==> config.mk <==
export PLATFORM = sky130hd
export DESIGN_NAME = axis_deheaderizer
export DESIGN_NICKNAME = d
export VERILOG_FILES = /design/src/rtl/axis_deheaderizer.sv
export SDC_FILE = /design/constraint.sdc
export NUM_CORES = 1
export LEC_CHECK = 0
export ABC_AREA = 0
export BUFFER_PORTS_ARGS = -buffer_cell sky130_fd_sc_hd__buf_2
export CAP_MARGIN = 40
export CORE_UTILIZATION = 30
export DETAILED_ROUTE_END_ITERATION = 7
export PLACE_DENSITY = 0.59
export SLEW_MARGIN = 30
export SYNTH_ARGS = -nofsm -noshare
export SYNTH_HDL_FRONTEND = slang
export SYNTH_SLANG_ARGS = --single-unit
==> constraint.sdc <==
create_clock -name clk -period 1.7 [get_ports clk]
set_input_delay 0.085 -clock clk [delete_from_list [all_inputs] [get_ports clk]]
set_output_delay 0.085 -clock clk [all_outputs]
set_load 0.03 [all_outputs]
==> src/rtl/axis_deheaderizer.sv <==
// Strips a sideband header flit from an AXI-Stream packet and restores TDEST/TID/TUSER
// on every body flit, emitting through a registered 2-entry skid buffer.
module axis_deheaderizer #(
    parameter int unsigned DATA_WIDTH        = 64,
    parameter int unsigned DEST_WIDTH        = 16,
    parameter int unsigned ID_WIDTH          = 16,
    parameter int unsigned USER_WIDTH        = 8,
    parameter int unsigned ENABLE_TLAST_HACK = 0
) (
    input  logic                    clk,
    input  logic                    rst,
    input  logic [DATA_WIDTH-1:0]   hdr_TDATA,
    input  logic [DATA_WIDTH/8-1:0] hdr_TKEEP,
    input  logic                    hdr_TLAST,
    input  logic                    hdr_TVALID,
    output logic                    hdr_TREADY,
    output logic [DATA_WIDTH-1:0]   sides_TDATA,
    output logic [DATA_WIDTH/8-1:0] sides_TKEEP,
    output logic                    sides_TLAST,
    output logic                    sides_TVALID,
    output logic [DEST_WIDTH-1:0]   sides_TDEST,
    output logic [ID_WIDTH-1:0]     sides_TID,
    output logic [USER_WIDTH-1:0]   sides_TUSER,
    input  logic                    sides_TREADY,
    output logic [15:0]             drop_count
);

    localparam int unsigned KEEP_WIDTH = DATA_WIDTH / 8;
    localparam int unsigned ID_LSB     = USER_WIDTH;
    localparam int unsigned DEST_LSB   = USER_WIDTH + ID_WIDTH;
    localparam int unsigned LAST_BIT   = USER_WIDTH + ID_WIDTH + DEST_WIDTH;
    localparam bit          HACK       = (ENABLE_TLAST_HACK != 0);

    typedef struct packed {
        logic [DATA_WIDTH-1:0] data;
        logic [KEEP_WIDTH-1:0] keep;
        logic                  last;
        logic [DEST_WIDTH-1:0] dest;
        logic [ID_WIDTH-1:0]   id;
        logic [USER_WIDTH-1:0] user;
    } flit_t;

    typedef enum logic {
        WAIT_HDR  = 1'b0,
        WAIT_LAST = 1'b1
    } state_t;

    state_t                state;
    logic [DEST_WIDTH-1:0] hdr_dest;
    logic [ID_WIDTH-1:0]   hdr_id;
    logic [USER_WIDTH-1:0] hdr_user;
    logic                  hdr_last;

    flit_t out_flit;
    flit_t skid_flit;
    logic  out_valid;
    logic  skid_valid;

    logic  accept;
    logic  push;
    logic  out_free;
    logic  full_next;
    logic  drop_hdr;
    flit_t in_flit;

    assign accept   = hdr_TVALID && hdr_TREADY;
    assign push     = accept && (state == WAIT_LAST);
    assign out_free = !out_valid || sides_TREADY;
    assign drop_hdr = !HACK && hdr_TLAST;

    // Body flit carries the sidechannels captured from its own header.
    always_comb begin
        in_flit      = '0;
        in_flit.data = hdr_TDATA;
        in_flit.keep = hdr_TKEEP;
        in_flit.last = HACK ? hdr_last : hdr_TLAST;
        in_flit.dest = hdr_dest;
        in_flit.id   = hdr_id;
        in_flit.user = hdr_user;
    end

    // Buffer occupancy after this edge; ready is the registered "not full" of it.
    always_comb begin
        full_next = 1'b0;
        if (out_free) begin
            full_next = skid_valid && push;
        end else begin
            full_next = skid_valid || push;
        end
    end

    always_ff @(posedge clk) begin
        if (rst) begin
            state      <= WAIT_HDR;
            hdr_dest   <= '0;
            hdr_id     <= '0;
            hdr_user   <= '0;
            hdr_last   <= 1'b0;
            out_flit   <= '0;
            skid_flit  <= '0;
            out_valid  <= 1'b0;
            skid_valid <= 1'b0;
            hdr_TREADY <= 1'b0;
            drop_count <= '0;
        end else begin
            hdr_TREADY <= !full_next;

            case (state)
                WAIT_HDR: begin
                    if (accept) begin
                        if (drop_hdr) begin
                            if (drop_count != 16'hFFFF) begin
                                drop_count <= drop_count + 16'd1;
                            end
                        end else begin
                            hdr_user <= hdr_TDATA[ID_LSB-1:0];
                            hdr_id   <= hdr_TDATA[DEST_LSB-1:ID_LSB];
                            hdr_dest <= hdr_TDATA[LAST_BIT-1:DEST_LSB];
                            hdr_last <= hdr_TDATA[LAST_BIT];
                            state    <= WAIT_LAST;
                        end
                    end
                end
                WAIT_LAST: begin
                    if (accept && (HACK || hdr_TLAST)) begin
                        state <= WAIT_HDR;
                    end
                end
                default: state <= WAIT_HDR;
            endcase

            // Output register refills from the skid entry first to preserve order.
            if (out_free) begin
                if (skid_valid) begin
                    out_flit   <= skid_flit;
                    out_valid  <= 1'b1;
                    skid_valid <= push;
                    if (push) begin
                        skid_flit <= in_flit;
                    end
                end else begin
                    out_valid <= push;
                    if (push) begin
                        out_flit <= in_flit;
                    end
                end
            end else if (push) begin
                skid_flit  <= in_flit;
                skid_valid <= 1'b1;
            end
        end
    end

    assign sides_TDATA  = out_flit.data;
    assign sides_TKEEP  = out_flit.keep;
    assign sides_TLAST  = out_flit.last;
    assign sides_TDEST  = out_flit.dest;
    assign sides_TID    = out_flit.id;
    assign sides_TUSER  = out_flit.user;
    assign sides_TVALID = out_valid;

endmodule

# Word level (Yosys, flattened, before mapping)
# Cells that the tools add are included.
[classes]
n_addsub = 1
n_eq_ne = 2
n_mux = 14
n_bitwise = 2
reduce_logical = 13
[op_table]
columns = ["operator", "n"]
rows = [
  ["2-to-1 mux 113 bit", 5],
  ["adder 16 x 1 -> 16 bit, second input constant", 1],
  ["!= test 16 bit, second input constant", 1],
  ["2-to-1 mux 1 bit", 8],
  ["logical AND 1 bit", 4],
  ["AND reduction 4 bit", 1],
  ["nonzero test 2 bit", 2],
  ["AND reduction 3 bit", 1],
  ["zero test 1 bit", 2],
  ["logical OR 1 bit", 2],
  ["!= test 2 bit, second input constant", 1],
  ["inverter 1 bit", 2],
  ["one-hot mux 1 bit (2 select lines)", 1],
  ["AND reduction 2 bit", 1],
]
[totals]
register_bits = 286
input_bits = 77
word_cells = 52

# Logic depth before layout (Yosys ltp)
# Gate-level depths: netlist of run 1.
[depth]
word_depth = 5
mapped_depth = 8

# Worst setup path after synthesis of run 1
# No wires, ideal clock.
[synth_timing]
path_kind = "reg2reg"
from = "register drop_count[0]"
to = "register drop_count[1]"
setup_ns = 0.122
t_arrival_ns = 1.940
setup_slack_ns = -0.362
stages_incl_launch_ff = 7
n_path_buf = 1
synth_period_minus_slack_ns = 2.062
cell_sequence = "dfxtp_1 ha_1 nand3_1 nor4_2 buf_2 mux2i_1 a221o_1"
[synth_between]
elab_chain_len = 2
[synth_lines]
columns = ["item", "line", "rtl"]
rows = [
  ["from (decl)", "25", "output logic [15:0] drop_count"],
  ["from (signal assigned)", "113", "drop_count <= drop_count + 16'd1;"],
  ["parallel branches: the longest is 2 deep, another holds adder 16 x 1 -> 16 bit", "--", ""],
]
# Parallel ways; which one is timed is not known.
# A chain may end at the register's enable or synchronous reset.

# Worst setup path after layout of run 1
[layout_timing]
from = "register hdr_TREADY"
to = "register drop_count[13]"
[layout_between]
elab_chain_len = 2
[layout_lines]
columns = ["item", "line", "rtl"]
rows = [
  ["from (decl)", "16", "output logic hdr_TREADY,"],
  ["from (signal assigned)", "106", "hdr_TREADY <= !full_next;"],
  ["logical AND 1 bit", "66", "assign accept = hdr_TVALID && hdr_TREADY;"],
  ["AND reduction 4 bit (no line)", "--", ""],
]
# Every way passes these cells.

==> reports/metrics.yaml, run 1 <==
run_status:
  status: "finished, final reports clean"
critical_path:
  crit_fanout: 7
  cp_cell_sequence: "nand2_4 -> or4_4 -> or4_1 -> a21oi_1"
  worst_path_max_delay_cell: "or4_4"
  crit_path_end_kind: "flop"
  max_stage_delay_ps: 530
  cp.required_ps: 2150
  critPathKind: "reg -> reg"
  crit_family: "simple AND/OR/NAND/NOR gates"
  rrSetupSlack_ps: 60
  cp.buffers_inverters: 0
  r2r_cells: 4
  critPathLaunchType: "flop"
  timing.rr.start: "hdr_TREADY"
  r2r_end: "drop_count[13]"
  worstPathArrival_ps: 2090
power:
  clkPwrFrac_pct: 48.4
  ir_drop_mv: 0.724
  power_switching_mw: 3.44
  powerDensity_mw_per_mm2: 1010
  power_leakage_nw: 5.30
  power_mw: 15.0
  p_comb_share_pct: 6.1
  swShare_pct: 22.9
  seqPwrFrac_pct: 45.6
  p_int_mw: 11.6
sta:
  skew_ps: 18.7
  drv_slew: 0
  max_slew_margin_pct: 62.6
  timing.hold.ws_ps: 69.8
  period_minus_slack_ps: 1640
  fmax_mhz: 610
  hold_violations: 0
  setup_viol: 0
  worst_pin_slew_ps: 556
  final.period_utilization_pct: 96.5
floorplan:
  chipHeight_um: 195
  die_w_um: 195
  pin_count: 208
  die_area_mm2: 0.0379
  initial_core_util_pct: 30.5
  rows: 70
  coreArea_mm2: 0.0365
cts:
  cts-htree-levels: 2
  clock-root-buffer: "clkbuf_16"
  insertion_delay_ps: 530
  clkTransAtPathRegs_ps: 50
  cts_sinks: 286
  cts_tree: "done"
  numCtsBuffers: 34
  clk_path_buf_depth: 3
routing:
  dr_total_vias: 9878
  drt_iter0_drc: 446
  wire_per_inst_um: 15.0
  ant_nets: 0
  drc_errors: 0
  wl_mm: 30.8
  via_per_inst: 4.82
  first_pass_iters: 5
final_layout:
  final_util_pct: 40.9
  antenna-diode-count: 0
  final_nets: 1637
  area_growth_pct: 34.3
  final_cells: 2049
  drive_gt1_share_pct: 21.6
global_route:
  grt_max_degree: 103
  antenna_found_initial: 0
  gr-total-overflow: 0
  grt_pass1_wl_mm: 48.4
  track_usage_pct: 15.7
  grt_pass1_vias: 9346
synthesis:
  synth-seq-area-share_pct: 51.4
  yosys_warnings: 0
  synth_area_leader_cell: "dfxtp_1"
  ys_types: 41
  yosysMostFrequentCell: "nand2_1"
  async_flop_share_pct: 0
  synth_top_area_share_pct: 51.4
  synthTopCellsByCount: "nand2_1 (315), dfxtp_1 (286), a21oi_1 (164)"
  ys.flop_type: "dfxtp_1"
  synth_nets: 1378
  syn_inst: 1300
  synth_edf_count: 0
  syn_avg_cell_area_um2: 8.56
  synth_seq_cells: 286
  synth.area.top_cells: "dfxtp_1 (51%), nand2_1 (11%), mux2i_1 (10%)"
  syn_area_mm2: 0.0111
place:
  numPortBuffers: 207
  dp.cells: 1910
  dp_hpwl_mm: 18.3
  gp_congestion: 0.835
hold_path:
  whs_endpoint: "sides_TVALID"
  hp-start: "sides_TREADY"
  hold_path_class: "in -> reg"
  hold-path-cell-count: 3
flow_run:
  maxCapViolCount: 0
==> sequential cells by signal (all words and copies together) (netlist names), named ones only <==
name,count
hdr_TREADY,1
hdr_dest,16
sides_TID,16
sides_TUSER,8
drop_count,16
hdr_id,16
sides_TLAST,1
sides_TDATA,64
hdr_user,8
sides_TVALID,1
skid_valid,1
sides_TDEST,16
sides_TKEEP,8
skid_flit,113
==> area by class of cell <==
class | count | area (um2)
Fill cell | 3567 | 21600
Sequential cell | 286 | 5760
Multi-Input combinational cell | 902 | 5070
Timing Repair Buffer | 330 | 2410
Clock buffer | 49 | 1010
Tap cell | 468 | 586
Clock inverter | 9 | 108
Inverter | 5 | 18.8
==> cell usage in the layout, fill, tap and decap left out, types with 6 or more instances in the layout <==
| cell | count |
|---|---|
| nand2_1 | 314 |
| dfxtp_1 | 271 |
| buf_2 | 206 |
| a21oi_1 | 162 |
| nor2_1 | 122 |
| a211oi_1 | 117 |
| mux2i_1 | 115 |
| dlygate4sd3_1 | 74 |
| clkbuf_16 | 36 |
| buf_4 | 28 |
| buf_12 | 16 |
| dfxtp_2 | 9 |
| clkbuf_8 | 8 |
| clkbuf_1 | 6 |
| dfxtp_4 | 6 |
==> per-stage QoR <==
step / setup WS, ps / cell area (um2) / TNS, ps
after global placement: 33.9 / 13000 / 0
after CTS: 8.63 / 14800 / 0
final: 59.6 / 15000 / 0
after detailed placement: -39.7 / 13000 / -71.4
after floorplan: -53.8 / 11200 / -95.0
after global routing: -11.7 / 15000 / -32.1
==> what timing repair did <==
action / 4_1_cts / 5_1_grt
endpoints found under the setup margin: 4 / 81
hold endpoints to repair: 194 / 0
cloned: 0 / 2
hold buffers: 74 / 0
pin swaps: 2 / 2
gates resized for setup: 4 / 10
setup buffers: 1 / 4
==> worst register-to-register path, delay by kind of cell, from the launching register on <==
kind            cells  cell delay (ps)
flops               1              380
compound gates      1              130
simple gates        3             1060
==> worst max-delay path by stage <==
stage / from / to / slack, ps / cells past startpoint
floorplan: drop_count[2] / drop_count[13] / -50 / 5
global placement: drop_count[0] / drop_count[1] / 30 / 6
detailed placement: drop_count[0] / drop_count[5] / -40 / 6
CTS: drop_count[0] / drop_count[1] / 9 / 6
global route: skid_valid / sides_TDATA[19] / -10 / 6
finish: hdr_TREADY / drop_count[13] / 60 / 4
==> logic make-up after synthesis <==
logic type | count (synthesis) | share of synthesized area, %
AND/OR/NAND/NOR | 483 | 17.4
AO/OA/AOI/OAI | 303 | 16.7
flip-flops | 286 | 51.4
multiplexers | 115 | 10.3
buffers and inverters | 112 | 3.94
adder cells (fa/ha/maj) | 1 | 0.112
==> power by group through the flow <==
stage / logic, mW / clock network (mW) / registers, mW
6_report: 0.911 / 7.27 / 6.85
5_1_grt: 0.991 / 7.78 / 6.86
4_1_cts: 0.906 / 7.51 / 6.85
3_5_place_dp: 0.770 / 0 / 7.00
3_3_place_gp: 0.762 / 0 / 6.99
2_1_floorplan: 0.325 / 0 / 7.11
==> per-layer routing <==
layer	vias up	part of all wire (%)	GRT usage (%)	wire, um
met5	-	0	0	0
met4	0	2.0	6.03	620
met3	42	5.6	3.90	1730
met2	233	47	25.5	14600
met1	4606	45	19.8	13800
li1	4997	-	-	-
Power figures use the tool's default switching activity.
==> inputs of run 2 (changes only) <==
--- a/config.mk
+++ b/config.mk
@@ -6,11 +6,12 @@
 export NUM_CORES = 1
 export LEC_CHECK = 0
 export ABC_AREA = 0
+export ABC_CLOCK_PERIOD_IN_PS = 1700
 export BUFFER_PORTS_ARGS = -buffer_cell sky130_fd_sc_hd__buf_2
 export CAP_MARGIN = 40
 export CORE_UTILIZATION = 30
 export DETAILED_ROUTE_END_ITERATION = 7
-export PLACE_DENSITY = 0.59
+export PLACE_DENSITY_LB_ADDON = 0.25
 export SLEW_MARGIN = 30
 export SYNTH_ARGS = -nofsm -noshare
 export SYNTH_HDL_FRONTEND = slang
==> run 2 against run 1 <==
Cell count is 0.49% higher; register-to-register slack about the same; routed wire length is 1.4% lower; largest power group unchanged; first-iteration DRC count shrank 16%; critical endpoint unchanged; sequential share of layout area is 0.17 points lower; total power up 2.0%.
==> reports/metrics.yaml, run 2 (synthesis results as in run 1) <==
global_route:
  grt_pass1_wl_mm: 48.9
  grt_pass1_vias: 9173
  antenna_found_initial: 2
  track_usage_pct: 15.9
  gr-total-overflow: 0
  grt_max_degree: 107
cts:
  cts-htree-levels: 2
  clock-root-buffer: "clkbuf_16"
  cts_tree: "done"
  cts_sinks: 286
  clk_path_buf_depth: 3
  insertion_delay_ps: 530
  numCtsBuffers: 35
  clkTransAtPathRegs_ps: 60
power:
  ir_drop_mv: 0.641
  power_leakage_nw: 5.32
  powerDensity_mw_per_mm2: 1020
flow_run:
  maxCapViolCount: 0
floorplan:
  coreArea_mm2: 0.0365
  initial_core_util_pct: 30.5
  chipHeight_um: 195
  rows: 70
  die_area_mm2: 0.0379
  die_w_um: 195
  pin_count: 208
sta:
  period_minus_slack_ps: 1650
  fmax_mhz: 607
  rsz0062_at_grt: "true"
  timing.final.ws_setup_ps: 52.5
  final.period_utilization_pct: 96.9
  setup_viol: 0
  timing.hold.ws_ps: 53.4
  worst_pin_slew_ps: 540
  skew_ps: 18.6
  drv_slew: 0
  max_slew_margin_pct: 64.0
  tns_ps: 0
  hold_violations: 0
critical_path:
  crit_fanout: 8
  r2r_cells: 4
  cp.required_ps: 2150
  rrSetupSlack_ps: 50
  cp_cell_sequence: "nand2_4 -> or4_4 -> or4_1 -> a21oi_1"
  worst_path_max_delay_cell: "or4_4"
  max_stage_delay_ps: 530
  timing.rr.start: "hdr_TREADY"
  worstPathArrival_ps: 2090
  critPathKind: "reg -> reg"
  r2r_end: "drop_count[13]"
  crit_path_end_kind: "flop"
  cp.buffers_inverters: 0
  crit_family: "simple AND/OR/NAND/NOR gates"
  critPathLaunchType: "flop"
final_layout:
  top_register: "skid_flit"
  final_nets: 1640
  largest_register_ffs: 113
  final_cell_mix: "nand2_1 (314), dfxtp_1 (270), buf_2 (206)"
  fin_area_mm2: 0.0150
  final_util_pct: 41.1
  final_common_cell: "nand2_1"
  area_growth_pct: 34.9
  multi_input_area_mm2: 0.00506
  regArea_mm2: 0.00576
  drive_gt1_share_pct: 21.6
  fillers: 3683
routing:
  wire_per_inst_um: 14.8
  wl_met3_mm: 1.64
  top_layer: "met4"
  met2WireLength_mm: 13.8
  drt_iter0_drc: 374
  via_per_inst: 4.76
  drt-met1-wl_mm: 14.2
  dr_total_vias: 9803
  wl_mm: 30.4
  drc_errors: 0
  first_pass_iters: 5
  ant_nets: 0
hold_path:
  whs_endpoint: "sides_TVALID"
  hold_path_class: "in -> reg"
  hold-path-cell-count: 3
  hp-start: "sides_TREADY"
run_status:
  status: "finished, final reports clean"
place:
  dp_hpwl_mm: 18.2
  gp_congestion: 0.836
  placed_cell_area_mm2: 0.0130
  numPortBuffers: 207
  place_ws_ps: 8.02
run 2: how the worst max path moves through the flow:
stage,startpoint,cells past startpoint,end,slack (ps)
3_3_place_gp,drop_count[0],6,drop_count[1],20
5_1_grt,drop_count[0],6,drop_count[1],-30
6_report,hdr_TREADY,4,drop_count[13],50
4_1_cts,drop_count[0],6,drop_count[9],30
2_1_floorplan,drop_count[2],5,drop_count[13],-50
3_5_place_dp,drop_count[0],6,drop_count[1],8
run 2: power breakdown:
group / total [mW] / leakage [nW] / internal, mW / switching, mW
sequential: 6.85 / 2.32 / 6.79 / 0.0592
combinational: 0.911 / 2.44 / 0.381 / 0.530
clock: 7.56 / 0.564 / 4.61 / 2.96
total: 15.3 / 5.32 / 11.8 / 3.55
run 2: layout make-up:
class                   count  area share (%)
flip-flops and latches    286            38.3
diodes                      2          0.0333
clock inverters            11            1.02
repair buffers            332            16.1
clock buffers              53            6.75
inverters                   5           0.125
well taps                 468            3.90
multi-input cells         902            33.7
run 2: repair_timing:
item / 4_1_cts / 5_1_grt
endpoints found under the hold margin: 190 / 0
gates resized for setup: 1 / 8
hold buffers: 74 / 0
setup endpoints to repair: 3 / 106
buffers inserted: 1 / 5
pin swaps: 0 / 3
run 2: routing by layer:
metal  GRT usage [%]  vias to the layer above
met5               0                        -
met4            5.67                        0
met3            4.10                       46
met2            24.9                      203
met1            20.9                     4535
li1                -                     5019
run 2: worst reg2reg max path, stage by stage, from the launching register on:
cell,delay [ps]
dfxtp_4,380
nand2_4,60
or4_4,530
or4_1,480
a21oi_1,120
run 2: through the flow:
stage	instances	total power, mW
after floorplan	1300	7.44
after global placement	1913	7.77
after detailed placement	1913	7.78
after CTS	2052	15.6
after global routing	2059	16.0
final	2059	15.3
==> inputs of run 3 (changes only) <==
--- a/config.mk
+++ b/config.mk
@@ -5,7 +5,7 @@
 export SDC_FILE = /design/constraint.sdc
 export NUM_CORES = 1
 export LEC_CHECK = 0
-export ABC_AREA = 0
+export ABC_AREA = 1
 export ABC_CLOCK_PERIOD_IN_PS = 1700
 export BUFFER_PORTS_ARGS = -buffer_cell sky130_fd_sc_hd__buf_2
 export CAP_MARGIN = 40
==> run 3 against run 2 <==
Die area up 3.8%; count of clock-buffer cells in the layout shrank 3; largest power group unchanged; synthesized cell count is 28% higher; worst setup slack improved by 67 ps.
==> reports/metrics.yaml, run 3 <==
run_status:
  status: "finished, final reports clean"
critical_path:
  worstPathArrival_ps: 2040
  crit_start: "hdr_TREADY"
  critPathKind: "reg -> reg"
  crit_path_end_kind: "flop"
  max_stage_delay_ps: 360
  critPathLaunchType: "flop"
  cp_cell_sequence: "nand2_1 -> inv_2 -> nand2_2 -> a21oi_4 -> buf_4 -> clkbuf_16 -> o21ai_0 -> nor2_1"
  timing.rr.start: "hdr_TREADY"
  crit_fanout: 35
  worst_path_max_delay_cell: "dfxtp_1"
  cp.required_ps: 2160
sta:
  tns_ps: 0
  period_minus_slack_ps: 1580
  skew_ps: 14.8
  fmax_mhz: 633
  worst_pin_slew_ps: 529
  max_slew_margin_pct: 64.7
  final.period_utilization_pct: 93.0
  rsz0062_at_grt: "true"
  setup_viol: 0
  hold_violations: 0
  drv_slew: 0
cts:
  cts_sinks: 286
  clkTransAtPathRegs_ps: 60
  clk_path_buf_depth: 3
  numCtsBuffers: 34
  insertion_delay_ps: 530
  cts_tree: "done"
  clock-root-buffer: "clkbuf_16"
  cts-htree-levels: 2
flow_run:
  maxCapViolCount: 0
global_route:
  gr-total-overflow: 0
  met2_usage_pct: 26.6
  top_usage_layer: "met2"
  grt_pass1_wl_mm: 57.5
  grt_pass1_vias: 10522
  track_usage_pct: 18.3
  grt_max_degree: 112
  antenna_found_initial: 1
  grt_use_met1_pct: 25.9
  grt_use_met3_pct: 5.28
hold_path:
  hp-start: "hdr_TDATA[40]"
  hold_path_class: "in -> reg"
final_layout:
  area_growth_pct: 30.8
  top_register: "skid_flit"
  final_util_pct: 40.0
  drive_gt1_share_pct: 16.5
  final_nets: 1982
  final_common_cell: "nor2_1"
  final_cell_mix: "nor2_1 (494), nand2_1 (349), dfxtp_1 (285)"
  largest_register_ffs: 113
synthesis:
  async_flop_share_pct: 0
  ys.flop_type: "dfxtp_1"
  synth_top_area_share_pct: 49.5
  yosys_warnings: 0
  synth.area.top_cells: "dfxtp_1 (50%), nor2_1 (16%), o21ai_0 (12%)"
  synth_seq_cells: 286
  synthTopCellsByCount: "nor2_1 (495), nand2_1 (349), dfxtp_1 (286)"
  synth_area_leader_cell: "dfxtp_1"
  synth_nets: 1738
  ys_types: 26
  synth-seq-area-share_pct: 49.5
  syn_inst: 1660
  syn_avg_cell_area_um2: 6.96
  yosysMostFrequentCell: "nor2_1"
  synth_edf_count: 0
  syn_area_mm2: 0.0116
place:
  gp_congestion: 0.860
  numPortBuffers: 207
  dp_hpwl_mm: 22.5
floorplan:
  coreArea_mm2: 0.0378
  die_w_um: 198
  die_area_mm2: 0.0393
  rows: 71
  chipHeight_um: 198
  pin_count: 208
  initial_core_util_pct: 30.6
routing:
  ant_nets: 0
  via_per_inst: 4.56
  drc_errors: 0
  first_pass_iters: 5
  wl_mm: 36.3
  drt_iter0_drc: 631
  dr_total_vias: 11121
  wire_per_inst_um: 14.9
power:
  powerDensity_mw_per_mm2: 1030
  power_leakage_nw: 7.29
  ir_drop_mv: 0.676
==> run 3: cell count changes in the layout (fill, tap and decap cells not counted), sizes merged, moves of 5 or more <==
cell	change
nor2	+378
o21ai	+288
a211oi	-117
mux2i	-115
a21oi	-111
inv	+37
nand2	+35
buf	-15
nor4	-6
nor2b	-5
nor3	-5
o31ai	-5
or4	-5
==> run 3: per-layer routing <==
metal  up-vias  wire (um)
li1       5739          -
met1      5062      18000
met2       274      14900
met3        44       2790
met4         2        634
met5         -         10
==> run 3: final cells by class <==
| class | count | area (um2) |
|---|---|---|
| Inverter | 45 | 184 |
| Antenna cell | 1 | 2.50 |
| Multi-Input combinational cell | 1217 | 5130 |
| Timing Repair Buffer | 320 | 2270 |
| Clock inverter | 9 | 129 |
| Tap cell | 511 | 639 |
| Sequential cell | 286 | 5730 |
| Clock buffer | 50 | 1030 |
| Fill cell | 3942 | 22600 |
==> run 3: worst max-delay path: cells and delay by family (launching register included) <==
family / cells / cell delay [ps]
buffers and inverters: 3 / 520
flip-flops: 1 / 360
AND/OR/NAND/NOR: 3 / 310
AO/OA/AOI/OAI: 2 / 320
==> run 3: per-stage QoR <==
step | cell area (um2) | cells | hold slack [ps] | setup WS (ps) | total power, mW
global route | 15100 | 2438 | 327 | -25.8 | 16.3
CTS | 15000 | 2434 | 300 | 64.7 | 15.9
finish | 15100 | 2439 | 331 | 119 | 15.6
floorplan | 11600 | 1660 | 220 | 91.3 | 7.66
detailed placement | 13100 | 2299 | 331 | 83.1 | 8.07
global placement | 13100 | 2299 | 322 | 164 | 8.07
==> run 3: cells by family after synthesis <==
logic type	synth area share, %
xor gates and xnor gates	0.303
AOI/OAI and AO/OA	15.3
buffers and inverters	6.24
adders and majority gates	0.108
DFF	49.5
and+or+nand+nor	28.5
==> run 3: repair_timing <==
item / 4_1_cts / 5_1_grt
setup buffers: 0 / 3
setup endpoints to repair: 0 / 57
hold endpoints to repair: 206 / 0
resized for setup: 0 / 9
hold buffers: 76 / 0
==> run 3: path summary, 6_finish.rpt <==
kind / endpoint / slack, ps / cells past startpoint
max: skid_flit[62] / 120 / 8
min reg2reg: hdr_user[3] / 470 / 2
max reg2reg: skid_flit[62] / 120 / 8
min: skid_flit[89] / 330 / 4
==> run 3: report_power, final <==
group	total, mW	internal (mW)	switching (mW)
sequential	6.93	6.85	0.0761
clock	7.57	4.66	2.91
combinational	1.15	0.428	0.722
